**config.mk**
```make
export PLATFORM = sky130hd
export DESIGN_NAME = per2axi_resp_merge
export DESIGN_NICKNAME = d
export VERILOG_FILES = /design/src/rtl/per2axi_resp_merge.sv
export SDC_FILE = /design/constraint.sdc
export NUM_CORES = 1
export LEC_CHECK = 0
export ABC_CLOCK_PERIOD_IN_PS = 6200
export BUFFER_PORTS_ARGS = -buffer_cell sky130_fd_sc_hd__buf_4
export CAP_MARGIN = 20
export CELL_PAD_IN_SITES_DETAIL_PLACEMENT = 0
export CELL_PAD_IN_SITES_GLOBAL_PLACEMENT = 1
export CORE_UTILIZATION = 33
export DETAILED_ROUTE_END_ITERATION = 16
export HOLD_SLACK_MARGIN = 0.03
export PLACE_DENSITY_LB_ADDON = 0.1
export SLEW_MARGIN = 20
export SYNTH_ARGS = -nofsm -noshare
export SYNTH_HDL_FRONTEND = slang
export SYNTH_SLANG_ARGS = --single-unit
```
**constraint.sdc**
```tcl
create_clock -name clk_i -period 6.2 [get_ports clk_i]
set_input_delay 0.93 -clock clk_i [delete_from_list [all_inputs] [get_ports clk_i]]
set_output_delay 0.93 -clock clk_i [all_outputs]
set_load 0.01 [all_outputs]
```
**src/rtl/per2axi_resp_merge.sv**
```systemverilog
// ----------------------------------------------------------------------------
// per2axi_resp_merge
//
// Purpose:
//   Merges AXI write responses (B) and read responses (R) onto the single
//   peripheral response port of the per2axi bridge. The peripheral port
//   cannot apply backpressure, so at most one response is issued per cycle.
//   B and R are arbitrated with a one-bit alternating priority flag.
//   Read data arrives 64 bits wide. The correct 32-bit lane is chosen from a
//   small lane FIFO that the request side fills with address bit 2 each time
//   it issues a read.
//
// Optional feature:
//   `define PER2AXI_RESP_ERR_CNT_EN enables a saturating 16-bit counter of
//   granted error responses on err_cnt_o. When the macro is undefined,
//   err_cnt_o is tied to zero and no counter register exists.
//
// Ports:
//   clk_i, rst_i      clock, synchronous active-high reset
//   b_*_i / b_ready_o B channel from the B buffer (valid/resp/id/user, accept)
//   r_*_i / r_ready_o R channel from the R buffer (valid/data/resp/last/id/
//                     user, accept)
//   lane_push_i       request side issued a read; lane_sel_i = its addr[2]
//   lane_ready_o      lane FIFO has room
//   per_r_*_o         registered peripheral response (valid pulse, opc, id,
//                     rdata)
//   err_cnt_o         error response count (optional feature)
// ----------------------------------------------------------------------------
module per2axi_resp_merge #(
    parameter int ID_WIDTH        = 4,
    parameter int USER_WIDTH      = 6,
    parameter int AXI_DATA_WIDTH  = 64,
    parameter int PER_DATA_WIDTH  = 32,
    parameter int LANE_FIFO_DEPTH = 4
) (
    input  logic                      clk_i,
    input  logic                      rst_i,

    input  logic                      b_valid_i,
    input  logic [1:0]                b_resp_i,
    input  logic [ID_WIDTH-1:0]       b_id_i,
    input  logic [USER_WIDTH-1:0]     b_user_i,
    output logic                      b_ready_o,

    input  logic                      r_valid_i,
    input  logic [AXI_DATA_WIDTH-1:0] r_data_i,
    input  logic [1:0]                r_resp_i,
    input  logic                      r_last_i,
    input  logic [ID_WIDTH-1:0]       r_id_i,
    input  logic [USER_WIDTH-1:0]     r_user_i,
    output logic                      r_ready_o,

    input  logic                      lane_push_i,
    input  logic                      lane_sel_i,
    output logic                      lane_ready_o,

    output logic                      per_r_valid_o,
    output logic                      per_r_opc_o,
    output logic [ID_WIDTH-1:0]       per_r_id_o,
    output logic [PER_DATA_WIDTH-1:0] per_r_rdata_o,

    output logic [15:0]               err_cnt_o
);

    localparam int PTR_W = (LANE_FIFO_DEPTH > 1) ? $clog2(LANE_FIFO_DEPTH) : 1;
    localparam int CNT_W = PTR_W + 1;
    localparam logic [CNT_W-1:0] FULL_CNT = CNT_W'(LANE_FIFO_DEPTH);

    // ------------------------------------------------------------------
    // Lane FIFO storage and bookkeeping
    // ------------------------------------------------------------------
    logic [LANE_FIFO_DEPTH-1:0] lane_mem;
    logic [PTR_W-1:0]           wr_ptr;
    logic [PTR_W-1:0]           rd_ptr;
    logic [CNT_W-1:0]           count;

    logic fifo_empty;
    logic lane_push_acc;
    logic lane_pop;
    logic head_sel;

    // Arbitration state and results
    logic prio_b;
    logic b_eligible;
    logic r_eligible;
    logic grant_b;
    logic grant_r;

    // RUSER, RLAST and the low resp bits carry no information we act on.
    logic unused_inputs;
    assign unused_inputs = ^{b_resp_i[0], r_resp_i[0], r_last_i, b_user_i, r_user_i};

    // Readiness comes from the registered count only, so a pop in the same
    // cycle never opens room for a push while the FIFO is full.
    assign fifo_empty    = (count == '0);
    assign lane_ready_o  = (count != FULL_CNT);
    assign lane_push_acc = lane_push_i && lane_ready_o;
    assign lane_pop      = grant_r;
    assign head_sel      = lane_mem[rd_ptr];

    // ------------------------------------------------------------------
    // Arbitration: an R beat is only eligible if its lane select is known.
    // When both channels compete, prio_b picks the winner (0 = R, 1 = B).
    // ------------------------------------------------------------------
    always_comb begin
        b_eligible = b_valid_i;
        r_eligible = r_valid_i && !fifo_empty;
        grant_b    = 1'b0;
        grant_r    = 1'b0;
        if (b_eligible && r_eligible) begin
            grant_b = prio_b;
            grant_r = !prio_b;
        end else begin
            grant_b = b_eligible;
            grant_r = r_eligible;
        end
    end

    assign b_ready_o = grant_b;
    assign r_ready_o = grant_r;

    // After any grant the flag points at the channel that did not win, so
    // sustained contention alternates R, B, R, B.
    always_ff @(posedge clk_i) begin
        if (rst_i) begin
            prio_b <= 1'b0;
        end else if (grant_r) begin
            prio_b <= 1'b1;
        end else if (grant_b) begin
            prio_b <= 1'b0;
        end
    end

    // ------------------------------------------------------------------
    // Lane FIFO pointers and occupancy. Pointers wrap naturally because
    // the depth is a power of two.
    // ------------------------------------------------------------------
    always_ff @(posedge clk_i) begin
        if (rst_i) begin
            wr_ptr <= '0;
            rd_ptr <= '0;
            count  <= '0;
        end else begin
            if (lane_push_acc) begin
                wr_ptr <= wr_ptr + PTR_W'(1);
            end
            if (lane_pop) begin
                rd_ptr <= rd_ptr + PTR_W'(1);
            end
            case ({lane_push_acc, lane_pop})
                2'b10:   count <= count + CNT_W'(1);
                2'b01:   count <= count - CNT_W'(1);
                default: count <= count;
            endcase
        end
    end

    // Lane storage needs no reset: entries are only read once counted.
    always_ff @(posedge clk_i) begin
        if (lane_push_acc) begin
            lane_mem[wr_ptr] <= lane_sel_i;
        end
    end

    // ------------------------------------------------------------------
    // Output register. Valid pulses for one cycle per grant; id, opc and
    // rdata hold their last values when nothing is granted.
    // ------------------------------------------------------------------
    always_ff @(posedge clk_i) begin
        if (rst_i) begin
            per_r_valid_o <= 1'b0;
            per_r_opc_o   <= 1'b0;
            per_r_id_o    <= '0;
            per_r_rdata_o <= '0;
        end else begin
            per_r_valid_o <= grant_b || grant_r;
            if (grant_r) begin
                per_r_id_o  <= r_id_i;
                per_r_opc_o <= r_resp_i[1];
                if (head_sel) begin
                    per_r_rdata_o <= r_data_i[AXI_DATA_WIDTH-1:PER_DATA_WIDTH];
                end else begin
                    per_r_rdata_o <= r_data_i[PER_DATA_WIDTH-1:0];
                end
            end else if (grant_b) begin
                per_r_id_o    <= b_id_i;
                per_r_opc_o   <= b_resp_i[1];
                per_r_rdata_o <= '0;
            end
        end
    end

    // ------------------------------------------------------------------
    // Optional error response counter (SLVERR/DECERR both have resp[1]=1).
    // ------------------------------------------------------------------
`ifdef PER2AXI_RESP_ERR_CNT_EN
    logic [15:0] err_cnt_q;
    logic        err_event;

    assign err_event = (grant_b && b_resp_i[1]) || (grant_r && r_resp_i[1]);

    // Saturates rather than wrapping so a long error burst stays visible.
    always_ff @(posedge clk_i) begin
        if (rst_i) begin
            err_cnt_q <= 16'h0000;
        end else if (err_event && (err_cnt_q != 16'hFFFF)) begin
            err_cnt_q <= err_cnt_q + 16'd1;
        end
    end

    assign err_cnt_o = err_cnt_q;
`else
    assign err_cnt_o = 16'h0000;
`endif

endmodule

```
==> out/summary.txt <==
routed wire length per instance = 13.5 µm
worst relative slew slack = 32.8%
Top Ports = 152
fraction of final layout cells sized beyond drive strength 1 = 40.4%
maximum clock frequency = 351 MHz
worst setup path startpoint = b_valid_i
Area growth, synth to finish = 41.0%
Post-Place Worst Slack = 3.18 ns
area of the placeable core = 6910 µm²
total inserted antenna cells = 0
number of vias in the routed layout = 1985
DRT Wirelength = 5810 µm
end-of-flow core utilization = 49.1%
aggregate global-route resource usage = 14.6%
Max Clock Skew = 0.0107 ns
clock buffer depth = 2
slack of the worst reg-to-reg path = 3.86 ns
Routed Antenna Nets = 0
Final Net Count = 434
proportion of netlist area held by the largest area contributor = 38.3%
CP endpoint kind = primary output
count of endpoints failing hold in the final timing report = 0
critical register-to-register path startpoint = count[0]$_SDFFE_PP0P_
outcome = complete, no violations
WHS = 0.468 ns
worst-case reg-to-reg path depth = 9
number of max-cap violations = 0
Port Buffers = 120
clock latency of the later-clocked register in the worst-skew pair = 0.31 ns
Slew Limit Fails = 0
prevailing post-synth register cell = dfxtp_1
number of antenna violations at the first check in global routing = 0
synthesis-stage register bit count = 50
CP arrival = 1.92 ns
RD Place Congestion = 0.698
area of the die = 7630 µm²
clock tree sinks = 50
power density over cell area = 326 nW/µm²
postcts setup bufs = 0
critical path type = in2out
Fin Setup TNS = 0 ns
setup ws final = 3.35 ns
pin count of the biggest net entering global routing = 33
wire length of the first global-routing pass = 8610 µm
RSZ-0062 raised after global routing = no
class of the worst hold path = reg2reg
total of warnings raised by yosys = 0
maximum net fanout on the critical path = 11
worst ir drop on vdd = 0.000198 V
proportion of register bits with asynchronous set or reset after synthesis = 0%
hpwl dp = 4170 µm
most area-hungry cell type in the Yosys netlist = dfxtp_1
clock tree from TritonCTS = done
final-report setup violation count = 0
combined area of all synthesized cells = 2400 µm²
Worst setup SP type = input port
synthesized instance count = 221
effective utilization at floorplan = 34.8%
number of global-route vias before repair = 1769
number of distinct standard cells referenced by the synthesized netlist = 38
WP data required = 5.27 ns
worst reg2reg path endpoint = count[2]$_SDFFE_PP0P_
Post-synth EDFFs = 4
hold buffers post-CTS = 0
floorplan die width = 87.3 µm
Vias/cell = 4.62
FP Rows = 30
Period minus WS final = 2.85 ns
cells resized by post-CTS repair = 0
count of fill cells added during filler insertion = 700
leakage power = 0.00158 µW
Clock Root Buffer = clkbuf_8
mean area per synthesized cell = 10.9 µm²
Clock H-tree levels = 2
Clk pin slew, worst setup/hold paths = 0.09 ns
Residual DRC = 0
biggest area contributors in the synthesized netlist = dfxtp_1 38%, mux2i_1 13%, o2bb2ai_1 12%
final period utilization = 46.0%
fraction of the yosys area taken by sequential cells = 43.3%
total global routing overflow = 0
critical path capture point = b_ready_o
router iterations before antenna repair = 5
Worst Tran Pin Value = 1.01 ns
number of buffers created by CTS = 5
vertical die dimension = 87.3 µm
Iter 0 DRT Violations = 50
## synth_stat cells (all sizes together) (3+ instances only)
cell	count
clkbuf	4
o2bb2ai	32
mux2i	32
o21ai	3
dfxtp	46
buf	28
a21oi	5
ha	5
o311ai	5
edfxtp	4
o2111ai	5
or3	3
and3	4
nand3	7
nor2	6
inv	14
## state kept, by name (all words and copies together) (netlist names)
signal	cells
per_r_valid_o	1
prio_b	1
wr_ptr	2
count	3
per_r_rdata_o	32
per_r_id_o	4
rd_ptr	2
lane_mem	4
per_r_opc_o	1
## worst min-delay path by stage
stage	startpoint	endpoint	slack (ns)	cells after the start
after global placement	per_r_rdata_o[5]$_SDFFE_PP0P_	per_r_rdata_o[5]$_SDFFE_PP0P_	0.45	1
final	per_r_rdata_o[12]$_SDFFE_PP0P_	per_r_rdata_o[12]$_SDFFE_PP0P_	0.47	1
after floorplan	count[2]$_SDFFE_PP0P_	count[2]$_SDFFE_PP0P_	0.49	2
after CTS	per_r_rdata_o[14]$_SDFFE_PP0P_	per_r_rdata_o[14]$_SDFFE_PP0P_	0.47	1
after detailed placement	per_r_rdata_o[19]$_SDFFE_PP0P_	per_r_rdata_o[19]$_SDFFE_PP0P_	0.45	1
after global routing	per_r_rdata_o[8]$_SDFFE_PP0P_	per_r_rdata_o[8]$_SDFFE_PP0P_	0.49	1
## stage by stage
step / total power (µW) / area [µm²] / std cells
after floorplan: 734 / 2460 / 236
after global placement: 866 / 3260 / 422
after detailed placement: 868 / 3260 / 422
after CTS: 1120 / 3390 / 430
after global routing: 1180 / 3390 / 430
final: 1110 / 3390 / 430
## kinds of logic after synthesis
logic type	share of synthesized area (%)
compound gates	19.3
xor+xnor	0.729
fa+ha+maj	3.44
buf+inv	12.4
flops	43.3
mux	14.7
other cells	0.156
simple gates	5.99
## layout make-up
type                       instances  area [µm²]  area share, %
tap                               96         120           3.54
sequential                        50        1040           30.7
clock buffer                       8         133           3.91
timing repair buffer             122         916           27.0
inverter                          14        52.6           1.55
multi-input combinational        140        1130           33.3
## where the power goes
group          leakage (µW)  switching [µW]  total [µW]  internal, µW
logic               0.00110             214         420           206
registers          0.000412            42.8         432           390
clock network     0.0000678             113         253           140
## placed cells by master, fill, tap and decap left out
| cell | synthesis | final |
|---|---|---|
| a21o_1 | 2 | 2 |
| a21oi_1 | 5 | 5 |
| a31o_1 | 1 | 1 |
| and2_0 | 1 | 1 |
| and2_1 | 1 | 1 |
| and3_1 | 4 | 4 |
| buf_4 | 16 | 122 |
| clkbuf_16 | 0 | 2 |
| clkbuf_8 | 0 | 6 |
| conb_1 | 1 | 16 |
| dfxtp_1 | 46 | 46 |
| edfxtp_1 | 4 | 4 |
| fa_1 | 1 | 1 |
| ha_1 | 5 | 5 |
| inv_1 | 14 | 14 |
| mux2_2 | 1 | 1 |
| mux2i_1 | 32 | 32 |
| mux4_2 | 1 | 1 |
| nand2_1 | 1 | 1 |
| nand2b_1 | 1 | 1 |
| nand3_1 | 7 | 7 |
| nor2_1 | 6 | 6 |
| nor3_4 | 0 | 1 |
| o2111ai_1 | 5 | 5 |
| o21ai_0 | 2 | 2 |
| o21ai_1 | 1 | 1 |
| o2bb2ai_1 | 32 | 32 |
| o311a_1 | 1 | 1 |
| o311ai_0 | 5 | 5 |
| o31a_1 | 1 | 1 |
| o31ai_2 | 1 | 1 |
| or3_1 | 2 | 2 |
| or3_2 | 1 | 1 |
| or3b_1 | 1 | 1 |
| xor2_1 | 2 | 2 |
## metal layers
layer  up-vias  GRT usage [%]  wire [µm]
li1       1005              -          -
met3         5           4.08        428
met2        72           25.0       2740
met5         -              0          0
met4         0           4.02         51
met1       903           17.9       2600
## critical path, stage by stage
cell and delay, ns:
buf_4 0.16, and2_0 0.21, nand2b_1 0.27, and2_1 0.21
buf_4 0.14
Power figures use the tool's default switching activity.
